==> config.mk <==
export PLATFORM = sky130hd
export DESIGN_NAME = mem_port_arbiter
export DESIGN_NICKNAME = d
export VERILOG_FILES = /design/src/rtl/mem_arb_pkg.sv /design/src/rtl/mem_port_arbiter_rr_pick3.sv /design/src/rtl/mem_port_arbiter.sv
export SDC_FILE = /design/constraint.sdc
export NUM_CORES = 1
export LEC_CHECK = 0
export ABC_AREA = 0
export BUFFER_PORTS_ARGS = -buffer_cell sky130_fd_sc_hd__buf_2
export CORE_ASPECT_RATIO = 0.6
export CORE_MARGIN = 8
export CORE_UTILIZATION = 40
export CTS_BUF_LIST = sky130_fd_sc_hd__clkbuf_4
export DETAILED_ROUTE_END_ITERATION = 8
export GPL_TIMING_DRIVEN = 0
export PLACE_DENSITY = 0.85
export SYNTH_ARGS = -nofsm -noshare
export SYNTH_HDL_FRONTEND = slang
export SYNTH_SLANG_ARGS = --single-unit
==> constraint.sdc <==
create_clock -name clk -period 2.9 [get_ports clk]
set_input_delay 0.29 -clock clk [delete_from_list [all_inputs] [get_ports clk]]
set_output_delay 0.29 -clock clk [all_outputs]
set_load 0.01 [all_outputs]
==> src/rtl/mem_arb_pkg.sv <==
// -----------------------------------------------------------------------------
// mem_arb_pkg
// Shared definitions for the unified instruction/data memory port arbiter.
//   - Requester identifiers (LSU, instruction fetch, result-dump engine).
//   - Arbiter FSM state encoding.
//   - Default address/data widths and the statistics counter width.
//   - Small helpers for converting between requester ids and one-hot grants.
// -----------------------------------------------------------------------------
package mem_arb_pkg;

    localparam int ADDR_W_DEF = 5;
    localparam int DATA_W_DEF = 32;
    localparam int NREQ_DEF   = 3;
    localparam int STAT_W     = 16;

    typedef logic [1:0] req_id_t;

    localparam req_id_t REQ_LSU   = 2'd0;
    localparam req_id_t REQ_FETCH = 2'd1;
    localparam req_id_t REQ_DUMP  = 2'd2;

    typedef enum logic {
        OPEN   = 1'b0,
        LOCKED = 1'b1
    } arb_state_e;

    // Requester that follows id in round-robin order (wraps 2 -> 0).
    function automatic req_id_t rr_next(input req_id_t id);
        return (id == REQ_DUMP) ? REQ_LSU : req_id_t'(id + 2'd1);
    endfunction

    // Encode a one-hot grant as a requester id; an all-zero vector maps to
    // REQ_LSU, so callers qualify the result with |oh.
    function automatic req_id_t onehot_to_id(input logic [2:0] oh);
        if (oh[2])      return REQ_DUMP;
        else if (oh[1]) return REQ_FETCH;
        else            return REQ_LSU;
    endfunction

    function automatic logic [2:0] id_to_onehot(input req_id_t id);
        case (id)
            REQ_FETCH: return 3'b010;
            REQ_DUMP:  return 3'b100;
            default:   return 3'b001;
        endcase
    endfunction

endpackage

==> src/rtl/mem_port_arbiter_rr_pick3.sv <==
// -----------------------------------------------------------------------------
// rr_pick3
// Combinational 3-way round-robin picker. Among the requesters that are both
// valid and unmasked, grants the first one found searching upward from ptr_i,
// wrapping modulo 3. At most one grant bit is set.
// Ports:
//   valid_i [2:0]  request valid per requester
//   ptr_i   [1:0]  highest-priority requester this cycle (0..2)
//   mask_i  [2:0]  eligibility mask (1 = may be granted)
//   grant_o [2:0]  one-hot grant, zero when nothing is eligible
// -----------------------------------------------------------------------------
module rr_pick3
    import mem_arb_pkg::*;
(
    input  logic [2:0] valid_i,
    input  logic [1:0] ptr_i,
    input  logic [2:0] mask_i,
    output logic [2:0] grant_o
);

    logic [2:0] elig;

    assign elig = valid_i & mask_i;

    // The three search orders are written out explicitly; ptr_i == 3 never
    // occurs and falls back to the reset order.
    always_comb begin
        grant_o = 3'b000;
        case (ptr_i)
            REQ_FETCH: begin
                if (elig[1])      grant_o = 3'b010;
                else if (elig[2]) grant_o = 3'b100;
                else if (elig[0]) grant_o = 3'b001;
            end
            REQ_DUMP: begin
                if (elig[2])      grant_o = 3'b100;
                else if (elig[0]) grant_o = 3'b001;
                else if (elig[1]) grant_o = 3'b010;
            end
            default: begin
                if (elig[0])      grant_o = 3'b001;
                else if (elig[1]) grant_o = 3'b010;
                else if (elig[2]) grant_o = 3'b100;
            end
        endcase
    end

endmodule

==> src/rtl/mem_port_arbiter.sv <==
// -----------------------------------------------------------------------------
// mem_port_arbiter
// Shares the single-port 32x32 unified instruction/data memory between the
// load/store unit (0), instruction fetch (1) and the result-dump engine (2).
// Round-robin grant, combinational in the request cycle; the response for an
// accepted request appears exactly one cycle later with no stall path.
// A locked sequence lets the LSU keep the port across several accesses
// (atomic load-load-store-store swap) while fetch and dump wait.
//
// Optional build macro: MEM_ARB_STATS_EN adds per-requester saturating
// counters of accepted transactions (stat_grants) and wait cycles
// (stat_waits), 16 bits each, packed requester i at [i*16 +: 16].
//
// Ports:
//   clk, reset        clock; synchronous active-high reset
//   req_valid/ready   per-requester handshake; ready is the one-hot grant
//   req_we/lock       per-requester write strobe / lock (only bit 0 used)
//   req_addr/wdata    packed per-requester address / write data
//   rsp_valid         one-hot response strobe, one cycle after accept
//   rsp_rdata         read data (zero for write acks), qualified by rsp_valid
//   mem_en/we/addr/wdata  access to the synchronous-read memory
//   mem_rdata         memory read data, valid the cycle after mem_en
// -----------------------------------------------------------------------------
module mem_port_arbiter
    import mem_arb_pkg::*;
#(
    parameter int ADDR_W = ADDR_W_DEF,
    parameter int DATA_W = DATA_W_DEF,
    parameter int NREQ   = NREQ_DEF      // fixed at 3
)(
    input  logic                   clk,
    input  logic                   reset,
    input  logic [NREQ-1:0]        req_valid,
    output logic [NREQ-1:0]        req_ready,
    input  logic [NREQ-1:0]        req_we,
    input  logic [NREQ-1:0]        req_lock,
    input  logic [NREQ*ADDR_W-1:0] req_addr,
    input  logic [NREQ*DATA_W-1:0] req_wdata,
    output logic [NREQ-1:0]        rsp_valid,
    output logic [DATA_W-1:0]      rsp_rdata,
    output logic                   mem_en,
    output logic                   mem_we,
    output logic [ADDR_W-1:0]      mem_addr,
    output logic [DATA_W-1:0]      mem_wdata,
    input  logic [DATA_W-1:0]      mem_rdata
`ifdef MEM_ARB_STATS_EN
    ,
    output logic [NREQ*STAT_W-1:0] stat_grants,
    output logic [NREQ*STAT_W-1:0] stat_waits
`endif
);

    // ------------------------------------------------------------------
    // State
    // ------------------------------------------------------------------
    arb_state_e          state_q, state_d;
    req_id_t             rr_ptr_q, rr_ptr_d;

    logic                rsp_pend_q;
    req_id_t             rsp_id_q;
    logic                rsp_is_rd_q;

    logic [ADDR_W-1:0]   mem_addr_q;
    logic [DATA_W-1:0]   mem_wdata_q;

    // ------------------------------------------------------------------
    // Grant
    // ------------------------------------------------------------------
    logic [2:0]          pick_mask;
    logic [2:0]          pick_grant;
    logic [NREQ-1:0]     grant;
    req_id_t             grant_id;
    logic                accept;

    // Lock bits of fetch and dump carry no meaning here.
    logic                unused_lock;
    assign unused_lock = ^req_lock[NREQ-1:1];

    // While locked, only the LSU may be picked; if it is idle the port idles.
    assign pick_mask = (state_q == LOCKED) ? 3'b001 : 3'b111;

    rr_pick3 u_pick (
        .valid_i (req_valid),
        .ptr_i   (rr_ptr_q),
        .mask_i  (pick_mask),
        .grant_o (pick_grant)
    );

    // No access is started while reset is held, so memory is never written
    // by a request that the reset is about to discard.
    assign grant     = reset ? '0 : pick_grant;
    assign grant_id  = onehot_to_id(grant);
    assign accept    = |grant;
    assign req_ready = grant;

    // ------------------------------------------------------------------
    // Memory-side mux
    // ------------------------------------------------------------------
    always_comb begin
        // NOTE: every output of a combinational block gets a default first,
        // so no path through it can infer a latch.
        mem_en    = 1'b0;
        mem_we    = 1'b0;
        mem_addr  = mem_addr_q;
        mem_wdata = mem_wdata_q;
        if (accept) begin
            mem_en    = 1'b1;
            mem_we    = req_we[grant_id];
            mem_addr  = req_addr[int'(grant_id)*ADDR_W +: ADDR_W];
            mem_wdata = req_wdata[int'(grant_id)*DATA_W +: DATA_W];
        end
    end

    // Address/data seen by the memory hold their last granted value while
    // the port is idle.
    always_ff @(posedge clk) begin
        // NOTE: these are pure datapath holding registers; they are not reset
        // because nothing downstream uses them while mem_en is low.
        if (accept) begin
            mem_addr_q  <= mem_addr;
            mem_wdata_q <= mem_wdata;
        end
    end

    // ------------------------------------------------------------------
    // Lock FSM and round-robin pointer
    // ------------------------------------------------------------------
    always_comb begin
        state_d  = state_q;
        rr_ptr_d = rr_ptr_q;
        if (accept) begin
            if (state_q == OPEN) begin
                rr_ptr_d = rr_next(grant_id);
                if (grant_id == REQ_LSU && req_lock[REQ_LSU]) begin
                    state_d = LOCKED;
                end
            end else if (!req_lock[REQ_LSU]) begin
                // Only the LSU can be accepted here; its unlocked access is
                // the last of the sequence and completes normally.
                state_d = OPEN;
            end
        end
    end

    always_ff @(posedge clk) begin
        // NOTE: sequential state uses non-blocking assignments so every
        // register samples its pre-edge inputs regardless of statement order.
        if (reset) begin
            state_q  <= OPEN;
            rr_ptr_q <= REQ_LSU;
        end else begin
            state_q  <= state_d;
            rr_ptr_q <= rr_ptr_d;
        end
    end

    // ------------------------------------------------------------------
    // Response path: one-cycle latency, no stall
    // ------------------------------------------------------------------
    always_ff @(posedge clk) begin
        if (reset) begin
            rsp_pend_q  <= 1'b0;
            rsp_id_q    <= REQ_LSU;
            rsp_is_rd_q <= 1'b0;
        end else begin
            rsp_pend_q  <= accept;
            rsp_id_q    <= grant_id;
            rsp_is_rd_q <= accept && !mem_we;
        end
    end

    assign rsp_valid = rsp_pend_q ? id_to_onehot(rsp_id_q) : '0;
    // Write acks return zero data; memory data is forwarded only for reads.
    assign rsp_rdata = rsp_is_rd_q ? mem_rdata : '0;

    // ------------------------------------------------------------------
    // Optional statistics
    // ------------------------------------------------------------------
`ifdef MEM_ARB_STATS_EN
    logic [STAT_W-1:0] grants_q [NREQ];
    logic [STAT_W-1:0] waits_q  [NREQ];

    always_ff @(posedge clk) begin
        for (int i = 0; i < NREQ; i++) begin
            if (reset) begin
                grants_q[i] <= '0;
                waits_q[i]  <= '0;
            end else begin
                if (grant[i] && grants_q[i] != '1) begin
                    grants_q[i] <= grants_q[i] + 1'b1;
                end
                if (req_valid[i] && !grant[i] && waits_q[i] != '1) begin
                    waits_q[i] <= waits_q[i] + 1'b1;
                end
            end
        end
    end

    always_comb begin
        stat_grants = '0;
        stat_waits  = '0;
        for (int i = 0; i < NREQ; i++) begin
            stat_grants[i*STAT_W +: STAT_W] = grants_q[i];
            stat_waits[i*STAT_W +: STAT_W]  = waits_q[i];
        end
    end
`endif

endmodule

==> flow_metrics.env, run 1 <==
export IMPL_setup_violations_final=0
export IMPL_rows=23
export IMPL_yosysTopAreaCellShare=0.393
export IMPL_grt_pass1_wl_mm=17.9
export IMPL_preCtsSetupSlack_ns=-0.424
export IMPL_grt_util_met3=0.0663
export IMPL_grt_antenna_before_repair=0
export IMPL_ys_flop_type="edfxtp_1"
export IMPL_cp_required_ns=2.61
export IMPL_tightest_slew_ns=0.482
export IMPL_cp_endpoint="mem_wdata[10]"
export IMPL_num_vias=3365
export IMPL_synth_nets=440
export IMPL_skew_ns=0.0204
export IMPL_nets=686
export IMPL_cts_path_max_buffers=2
export IMPL_wl_per_cell_um=19.7
export IMPL_end_kind="primary output"
export IMPL_start_kind="register"
export IMPL_timing_hold_ws_ns=0.131
export IMPL_seq_area_um2=1260
export IMPL_outcome="finished clean"
export IMPL_cellLeakagePower_uw=0.00221
export IMPL_finalWeightedCongestion=0.861
export IMPL_p_comb_frac=0.448
export IMPL_grt_total_usage=0.217
export IMPL_grt_pass1_vias=3387
export IMPL_start_util=0.419
export IMPL_top_usage_layer="met2"
export IMPL_grtUsageMet2=0.382
export IMPL_fp_coreArea_um2=6760
export IMPL_slowest_stage="dfxtp_2"
export IMPL_slew_viol_final=0
export IMPL_ys_ff_latch=44
export IMPL_io_buffers=228
export IMPL_ir_worst_vdd_uv=252
export IMPL_ys_warn_count=0
export IMPL_hold_buffers=0
export IMPL_crit_fanout=7
export IMPL_rsz0062_at_grt="yes"
export IMPL_finalHoldViolCount=0
export IMPL_die_w_um=125
export IMPL_crit_top_cell="inv_2"
export IMPL_die_area_um2=10100
export IMPL_fin_cells=617
export IMPL_multi_input_area_um2=1460
export IMPL_swShare=0.341
export IMPL_drt_total_wl_mm=12.2
export IMPL_avgViaCountPerCell=5.45
export IMPL_crit_path_start="rr_ptr_q[0]$_SDFFE_PP0P_"
export IMPL_cts_max_level=2
export IMPL_clockRootBuffer="clkbuf_4"
export IMPL_ios=231
export IMPL_final_antenna_net_count=0
export IMPL_hp_class="primary input to register"
export IMPL_clock_fmax_mhz=345
export IMPL_drive_gt1_frac=0.554
export IMPL_r2r_end="mem_wdata_q[2]$_DFFE_PP_"
export IMPL_dpl_hpwl_mm=9.26
export IMPL_yosysSeqAreaShare=0.442
export IMPL_cts_buffers=5
export IMPL_r2r_start="rr_ptr_q[0]$_SDFFE_PP0P_"
export IMPL_synthesis_area_um2=2830
export IMPL_dp_cells=597
export IMPL_period_share=0.998
export IMPL_async_flop_share=0
export IMPL_crit_chain="inv_2 > ha_4 > o21ba_4 > o2111ai_4 > inv_2 > nor3_4 > clkinv_4 > clkbuf_16 > o221a_2 > buf_6"
export IMPL_clock_latency_ns=0.38
export IMPL_cts_sinks=44
export IMPL_met1_usage=0.254
export IMPL_synth_edf_count=37
export IMPL_powerDensity_nw_per_um2=482
export IMPL_cts_tree="built"
export IMPL_r2r_slack_ns=0.52
export IMPL_slowest_delay_ns=0.38
export IMPL_fin_ws_ns=0.00486
export IMPL_p_switching_uw=736
export IMPL_die_height_um=81.2
export IMPL_arrival_ns=2.61
export IMPL_yosys_area_top_type="edfxtp_1"
export IMPL_fillers=558
export IMPL_path_clk_slew_ns=0.13
export IMPL_yosysUniqueCellTypes=37
export IMPL_pwr_share_seq=0.399
export IMPL_drt_iter0_drc=219
export IMPL_synth_area_per_cell_um2=10.0
export IMPL_worst_r2r_path_depth=9
export IMPL_p_int_uw=1420
export IMPL_critical_path_class="register to primary output"
export IMPL_area_growth_pct=58.0
export IMPL_pwr_share_clk=0.152
export IMPL_overflow=0
export IMPL_drtPass1Iterations=5
export IMPL_grt_max_degree=25
export IMPL_syn_inst=282
export IMPL_synthTopCellsByArea="edfxtp_1 39%, and2_1 8.4%, a221o_1 6.7%, a31o_1 5.0%, dfxtp_1 5.0%"
export IMPL_maxSlewHeadroom=0.678
export IMPL_post_route_min_period_ns=2.90
export IMPL_max_cap_violations=0
export IMPL_drc=0
[cell families (layout without fill, tap and decap cells)]
| logic type | after synthesis | in the layout | share of synthesized area |
|---|---|---|---|
| buf+inv | 51 | 298 | 0.0716 |
| flops | 44 | 44 | 0.442 |
| compound gates | 91 | 91 | 0.289 |
| other cells | 0 | 1 | 0 |
| simple gates | 92 | 92 | 0.180 |
| fa+ha+maj | 4 | 4 | 0.0177 |
[synthesized netlist by cell type, types with 2 or more instances]
library cell,instances
a21oi_1,4
a221o_1,19
a31o_1,16
a31o_2,3
a31oi_1,18
and2_0,16
and2_1,38
buf_2,6
clkbuf_1,15
dfxtp_1,7
edfxtp_1,37
ha_1,4
inv_1,27
inv_2,2
nand2_1,3
nand2b_1,3
nor2_1,24
nor2b_1,3
o21a_1,2
o21ai_0,2
o221a_1,9
o221a_2,9
[worst max-delay path, delay by kind of cell, from the launching register on]
family | cells | cell delay [ns]
compound gates | 3 | 0.74
buf+inv | 5 | 0.59
flops | 1 | 0.38
simple gates | 1 | 0.28
fa+ha+maj | 1 | 0.25
[power groups by stage]
stage / Sequential [uW] / Clock, uW / Combinational [uW]
floorplan: 862 / 0 / 445
global placement: 870 / 0 / 785
detailed placement: 876 / 0 / 805
CTS: 860 / 328 / 859
global route: 871 / 360 / 1040
finish: 861 / 329 / 967
[routing by layer]
metal  vias up  part of all wire
li1       1558                 -
met1      1590              0.39
met2       185              0.49
met3        32             0.093
met4         0             0.028
met5         -                 0
[repair_timing]
| item | in CTS | in global routing |
|---|---|---|
| setup buffers | 3 | 5 |
| cloned | 1 | 2 |
| pin swaps | 1 | 3 |
| resized for setup | 23 | 30 |
| setup endpoints to repair | 85 | 38 |
[metrics by stage]
stage / power, uW / utilization / TNS, ns / area (um2)
floorplan: 1310 / - / 0 / 2830
global placement: 1660 / 0.603 / -3.78 / 4080
detailed placement: 1680 / 0.603 / -5.27 / 4080
CTS: 2050 / 0.631 / 0 / 4270
global route: 2270 / 0.661 / -3.58 / 4470
finish: 2160 / 0.661 / 0 / 4470
[final cells by class]
type	instances	share of cell area
flip-flops and latches	44	0.281
diodes	1	0.000559
well taps	87	0.0243
multi-input cells	187	0.326
clock inverters	1	0.000839
plain buffers	22	0.0285
repair buffers	239	0.301
clock buffers	7	0.0117
inverters	29	0.0255
[layout by cell type, fill, tap and decap left out, types with 2 or more instances in the layout]
cell	instances
buf_2	223
and2_1	38
edfxtp_1	37
inv_1	26
nor2_1	23
a221o_1	19
a31oi_1	18
and2_0	16
a31o_1	16
buf_4	10
buf_6	9
clkbuf_4	8
o221a_2	8
clkbuf_2	7
o221a_1	7
clkbuf_1	6
dfxtp_1	5
a21oi_1	4
nand2b_1	3
nand2_1	3
o221a_4	3
a31o_2	3
nor2b_1	2
o21a_1	2
inv_2	2
o21ai_0	2
ha_1	2
clkbuf_16	2
[sequential cells by signal, indices dropped and copies added (netlist names)]
name,cells
mem_addr_q,5
mem_wdata_q,32
rr_ptr_q,2
rsp_id_q,2
rsp_is_rd_q,1
rsp_pend_q,1
state_q,1
[how the worst min path moves through the flow]
| stage | startpoint | to | slack (ns) | depth (start not counted) |
|---|---|---|---|---|
| 6_report | reset | rr_ptr_q[1]$_SDFFE_PP0P_ | 0.13 | 2 |
| 5_1_grt | reset | rr_ptr_q[1]$_SDFFE_PP0P_ | 0.12 | 2 |
| 4_1_cts | reset | rr_ptr_q[1]$_SDFFE_PP0P_ | 0.11 | 2 |
| 3_5_place_dp | rr_ptr_q[1]$_SDFFE_PP0P_ | rr_ptr_q[1]$_SDFFE_PP0P_ | 0.51 | 2 |
| 3_3_place_gp | rr_ptr_q[0]$_SDFFE_PP0P_ | rr_ptr_q[0]$_SDFFE_PP0P_ | 0.50 | 2 |
| 2_1_floorplan | reset | rr_ptr_q[1]$_SDFFE_PP0P_ | 0.36 | 1 |
(Power assumes the default switching activity.)
==> inputs of run 2 (changes only) <==
Settings changed: PLACE_DENSITY 0.85 to 0.92.
==> run 2 against run 1 <==
Net effect:
- via count decreased by 1.8%
- clock skew shrank 0.0012 ns
- combinational power shrank 5.5%
- maximum frequency up 1.6%
- total power fell by 3.4%
==> flow_metrics.env, run 2 (synthesized netlist as in run 1, its figures left out) <==
export IMPL_drc=0
export IMPL_ios=231
export IMPL_end_kind="primary output"
export IMPL_diodes=0
export IMPL_skew_ns=0.0192
export IMPL_area_growth_pct=55.9
export IMPL_preCtsSetupSlack_ns=-0.435
export IMPL_cellLeakagePower_uw=0.00220
export IMPL_fin_ws_ns=0.0516
export IMPL_total_power_uw=2080
export IMPL_start_util=0.419
export IMPL_rows=23
export IMPL_cts_buffers=5
export IMPL_grtUsageMet2=0.396
export IMPL_utilization=0.653
export IMPL_arrival_ns=2.56
export IMPL_critical_path_buf_inv_count=5
export IMPL_drt_total_wl_mm=12.1
export IMPL_grt_pass1_vias=3342
export IMPL_start_kind="register"
export IMPL_outcome="finished clean"
export IMPL_die_area_um2=10100
export IMPL_regMostFlops="mem_wdata_q"
export IMPL_powerDensity_nw_per_um2=472
export IMPL_crit_chain="inv_2 > ha_4 > o21ba_4 > o2111ai_4 > inv_4 > nor3_4 > inv_4 > buf_12 > o221a_1 > buf_2"
export IMPL_worst_r2r_path_depth=10
export IMPL_crit_fanout=24
export IMPL_final_antenna_net_count=0
export IMPL_slowest_delay_ns=0.38
export IMPL_dpl_hpwl_mm=9.41
export IMPL_clock_latency_ns=0.37
export IMPL_final_common_cell="buf_2"
export IMPL_post_route_min_period_ns=2.85
export IMPL_die_w_um=125
export IMPL_hp_class="primary input to register"
export IMPL_final_cell_mix="231 x buf_2, 38 x and2_1, 37 x edfxtp_1, 26 x inv_1, 23 x nor2_1"
export IMPL_io_buffers=228
export IMPL_cts_max_level=2
export IMPL_avgViaCountPerCell=5.34
export IMPL_cts_tree="built"
export IMPL_period_share=0.982
export IMPL_setup_violations_final=0
export IMPL_wl_per_cell_um=19.5
export IMPL_path_delay_family="compound AO/OA/AOI/OAI gates"
export IMPL_grt_util_met3=0.0643
export IMPL_cp_required_ns=2.61
export IMPL_largest_register_ffs=32
export IMPL_clockRootBuffer="clkbuf_4"
export IMPL_r2r_slack_ns=0.49
export IMPL_finalHoldViolCount=0
export IMPL_finalWeightedCongestion=0.874
export IMPL_hold_buffers=0
export IMPL_top_usage_layer="met2"
export IMPL_slowest_stage="dfxtp_2"
export IMPL_tightest_slew_ns=0.465
export IMPL_clock_fmax_mhz=351
export IMPL_drive_gt1_frac=0.571
export IMPL_nets=689
export IMPL_fp_coreArea_um2=6760
export IMPL_die_height_um=81.2
export IMPL_grt_max_degree=25
export IMPL_num_vias=3305
export IMPL_max_cap_violations=0
export IMPL_grt_antenna_before_repair=0
export IMPL_ir_worst_vdd_uv=218
export IMPL_rsz0062_at_grt="yes"
export IMPL_critical_path_class="register to primary output"
export IMPL_path_clk_slew_ns=0.16
export IMPL_min_delay_path_depth=2
export IMPL_maxSlewHeadroom=0.690
export IMPL_cts_sinks=44
export IMPL_slew_viol_final=0
export IMPL_crit_cells=10
export IMPL_crit_top_cell="inv_4"
export IMPL_cts_path_max_buffers=2
export IMPL_grt_total_usage=0.218
export IMPL_grt_pass1_wl_mm=17.8
export IMPL_drt_iter0_drc=153
export IMPL_overflow=0
export IMPL_met1_usage=0.248
export IMPL_top_regs="mem_wdata_q: 32 flops, mem_addr_q: 5 flops"
export IMPL_drtPass1Iterations=4
run 2: final timing paths:
check | to | from
setup reg to reg | mem_wdata_q[2]$_DFFE_PP_ | rr_ptr_q[0]$_SDFFE_PP0P_
hold / removal | rsp_is_rd_q$_SDFF_PP0_ | req_we[2]
hold reg to reg | rr_ptr_q[0]$_SDFFE_PP0P_ | rr_ptr_q[0]$_SDFFE_PP0P_
setup / recovery | mem_wdata[28] | rr_ptr_q[0]$_SDFFE_PP0P_
run 2: power breakdown:
group / switching (uW) / internal, uW / leakage, uW / total (uW)
Combinational: 469 / 445 / 0.00176 / 914
Sequential: 35.9 / 827 / 0.000409 / 863
Clock: 212 / 93.6 / 0.0000349 / 306
Total: 717 / 1370 / 0.00220 / 2080
run 2: cell type report:
cell class	instances	area [um2]
fill	553	2350
multi-input combinational	187	1470
timing repair buffer	242	1270
sequential	44	1250
buffer	22	143
inverter	29	114
tap	87	109
clock buffer	5	37.5
clock inverter	3	18.8
run 2: worst register-to-register path, stage by stage (launching register included):
cell	delay, ns
dfxtp_2	0.38
inv_2	0.06
ha_4	0.25
o21ba_4	0.21
o2111ai_4	0.27
inv_4	0.10
buf_6	0.16
and2_4	0.15
a31o_1	0.19
a221o_1	0.28
buf_4	0.14
run 2: per-layer routing:
| layer | part of all wire | wire, um |
|---|---|---|
| met1 | 0.39 | 4690 |
| met2 | 0.50 | 6090 |
| met3 | 0.083 | 1000 |
| met4 | 0.026 | 312 |
| met5 | 0 | 0 |
run 2: stage by stage:
stage	std cells	setup TNS (ns)	hold WS [ns]	cell area [um2]
after floorplan	282	0	0.359	2830
after global placement	597	-4.01	0.499	4080
after detailed placement	597	-7.44	0.502	4080
after CTS	608	0	0.107	4270
after global routing	619	-1.10	0.0950	4410
final	619	0	0.121	4410
run 2: what timing repair did:
| action | in CTS | in global routing |
|---|---|---|
| gates cloned | 1 | 0 |
| setup buffers | 2 | 11 |
| resized for setup | 24 | 35 |
| endpoints found under the setup margin | 85 | 37 |
| pin swaps | 2 | 4 |
==> inputs of run 3 (changes only) <==
Settings changed: CORE_ASPECT_RATIO 0.6 to 0.5, CORE_MARGIN 8 to 1.
==> run 3 against run 2 <==
Net effect:
- the run now ends with setup timing left
- via count is 4.7% higher
- wire length is 11% lower
- clock power is 33% higher
- combinational power is 4.2% higher
- sequential power hardly changed
- non-clock buffer count is 2 higher
- sequential share of layout area is 0.55 points lower
- worst setup slack worse by 0.11 ns
- first-iteration DRC count is 76% higher
- die area is 26% lower
- critical endpoint is now mem_wdata[0]
==> flow_metrics.env, run 3 (synthesized netlist as in run 1, its figures left out) <==
export IMPL_min_delay_path_depth=2
export IMPL_outcome="finished with violations"
export IMPL_routed_wl_met3_um=730
export IMPL_slowest_stage="dfxtp_2"
export IMPL_ir_worst_vdd_uv=265
export IMPL_clock_fmax_mhz=337
export IMPL_crit_chain="inv_1 > ha_2 > o21ba_4 > o2111ai_4 > inv_4 > nor3_4 > buf_2 > a221o_1 > buf_2"
export IMPL_violations="setup timing"
export IMPL_slew_viol_final=0
export IMPL_rsz0062_at_grt="yes"
export IMPL_cts_buffers=5
export IMPL_powerDensity_nw_per_um2=494
export IMPL_grt_pass1_vias=2945
export IMPL_critical_path_buf_inv_count=4
export IMPL_dpl_hpwl_mm=7.42
export IMPL_drt_met1_wl_mm=4.43
export IMPL_nets=691
export IMPL_final_antenna_net_count=0
export IMPL_fillers=504
export IMPL_start_util=0.419
export IMPL_cts_max_level=2
export IMPL_io_buffers=228
export IMPL_place_area_um2=4090
export IMPL_arrival_ns=2.67
export IMPL_period_share=1.02
export IMPL_fp_coreArea_um2=6750
export IMPL_grt_pass1_wl_mm=14.5
export IMPL_final_common_cell="buf_2"
export IMPL_tightest_slew_ns=0.526
export IMPL_crit_top_cell="buf_2"
export IMPL_path_delay_family="compound AO/OA/AOI/OAI gates"
export IMPL_drt_iter0_drc=270
export IMPL_max_cap_violations=0
export IMPL_fin_cells=626
export IMPL_critical_path_class="register to primary output"
export IMPL_final_area_um2=4500
export IMPL_wl_per_cell_um=17.3
export IMPL_dp_cells=602
export IMPL_preCtsSetupSlack_ns=-0.390
export IMPL_final_cell_mix="223 x buf_2, 38 x and2_1, 37 x edfxtp_1, 26 x inv_1, 24 x nor2_1"
export IMPL_grt_antenna_before_repair=0
export IMPL_rows=21
export IMPL_worst_r2r_path_depth=10
export IMPL_num_vias=3459
export IMPL_hold_buffers=0
export IMPL_cts_tree="built"
export IMPL_utilization=0.666
export IMPL_highest_layer="met4"
export IMPL_drive_gt1_frac=0.556
export IMPL_cts_path_max_buffers=2
export IMPL_die_w_um=121
export IMPL_drc=0
export IMPL_total_power_uw=2220
export IMPL_crit_cells=9
export IMPL_regMostFlops="mem_wdata_q"
export IMPL_area_growth_pct=59.0
export IMPL_post_route_min_period_ns=2.96
export IMPL_start_kind="register"
export IMPL_cts_sinks=44
export IMPL_die_height_um=61.5
export IMPL_wl_met2_mm=5.48
export IMPL_path_clk_slew_ns=0.15
export IMPL_die_area_um2=7440
export IMPL_seq_area_um2=1250
export IMPL_skew_ns=0.0201
export IMPL_end_kind="primary output"
export IMPL_slowest_delay_ns=0.39
export IMPL_diodes=0
export IMPL_top_regs="mem_wdata_q: 32 flops, mem_addr_q: 5 flops"
export IMPL_drt_total_wl_mm=10.8
export IMPL_overflow=0
export IMPL_largest_register_ffs=32
export IMPL_cellLeakagePower_uw=0.00223
export IMPL_finalHoldViolCount=0
export IMPL_clockRootBuffer="clkbuf_4"
export IMPL_grt_total_usage=0.255
export IMPL_multi_input_area_um2=1440
export IMPL_maxSlewHeadroom=0.649
export IMPL_grt_max_degree=25
export IMPL_crit_fanout=10
export IMPL_hp_class="primary input to register"
export IMPL_fin_ws_ns=-0.0633
export IMPL_drtPass1Iterations=5
export IMPL_clock_latency_ns=0.37
export IMPL_ios=231
export IMPL_cp_required_ns=2.61
export IMPL_setup_violations_final=30
export IMPL_finalWeightedCongestion=0.908
export IMPL_avgViaCountPerCell=5.53
==> run 3: final timing paths <==
check / startpoint / endpoint / slack [ns]
max: rr_ptr_q[1]$_SDFFE_PP0P_ / mem_wdata[0] / -0.06
min: reset / rr_ptr_q[1]$_SDFFE_PP0P_ / 0.13
max reg2reg: rr_ptr_q[1]$_SDFFE_PP0P_ / mem_addr_q[0]$_DFFE_PP_ / 0.46
min reg2reg: rr_ptr_q[1]$_SDFFE_PP0P_ / rr_ptr_q[1]$_SDFFE_PP0P_ / 0.53
==> run 3: what timing repair did <==
action                                  4_1_cts  5_1_grt
setup buffers                                 5        9
pin swaps                                     2        2
gates cloned                                  1        1
endpoints found under the setup margin       85       38
gates resized for setup                      24       27
==> run 3: area by class of cell <==
class	count	share of cell area
Multi-Input combinational cell	187	0.319
Tap cell	92	0.0256
Clock inverter	3	0.0106
Inverter	29	0.0253
Timing Repair Buffer	244	0.302
Sequential cell	44	0.279
Clock buffer	5	0.00834
Buffer	22	0.0306
==> run 3: power breakdown <==
| part | leakage, uW | switching, uW | total [uW] | internal (uW) |
|---|---|---|---|---|
| sequential | 0.000409 | 36.3 | 863 | 827 |
| clock | 0.0000454 | 224 | 408 | 184 |
| combinational | 0.00178 | 477 | 952 | 475 |
==> run 3: per-stage QoR <==
| step | setup TNS [ns] | hold WS [ns] |
|---|---|---|
| final | -0.972 | 0.130 |
| after global routing | -5.03 | 0.108 |
| after detailed placement | -4.32 | 0.495 |
| after floorplan | 0 | 0.359 |
| after global placement | -3.12 | 0.492 |
| after CTS | 0 | 0.114 |
==> run 3: worst reg2reg max path, stage by stage (launching register included) <==
cell       delay [ns]
dfxtp_2          0.39
inv_1            0.06
ha_2             0.21
o21ba_4          0.24
o2111ai_4        0.29
inv_4            0.10
buf_6            0.15
and2_0           0.15
a31o_1           0.19
a221o_1          0.30
buf_4            0.14
==> run 3: per-layer routing <==
metal | track usage | up-vias
li1 | - | 1565
met1 | 0.334 | 1685
met3 | 0.0417 | 25
met2 | 0.443 | 184
met5 | 0 | -
met4 | 0.0811 | 0
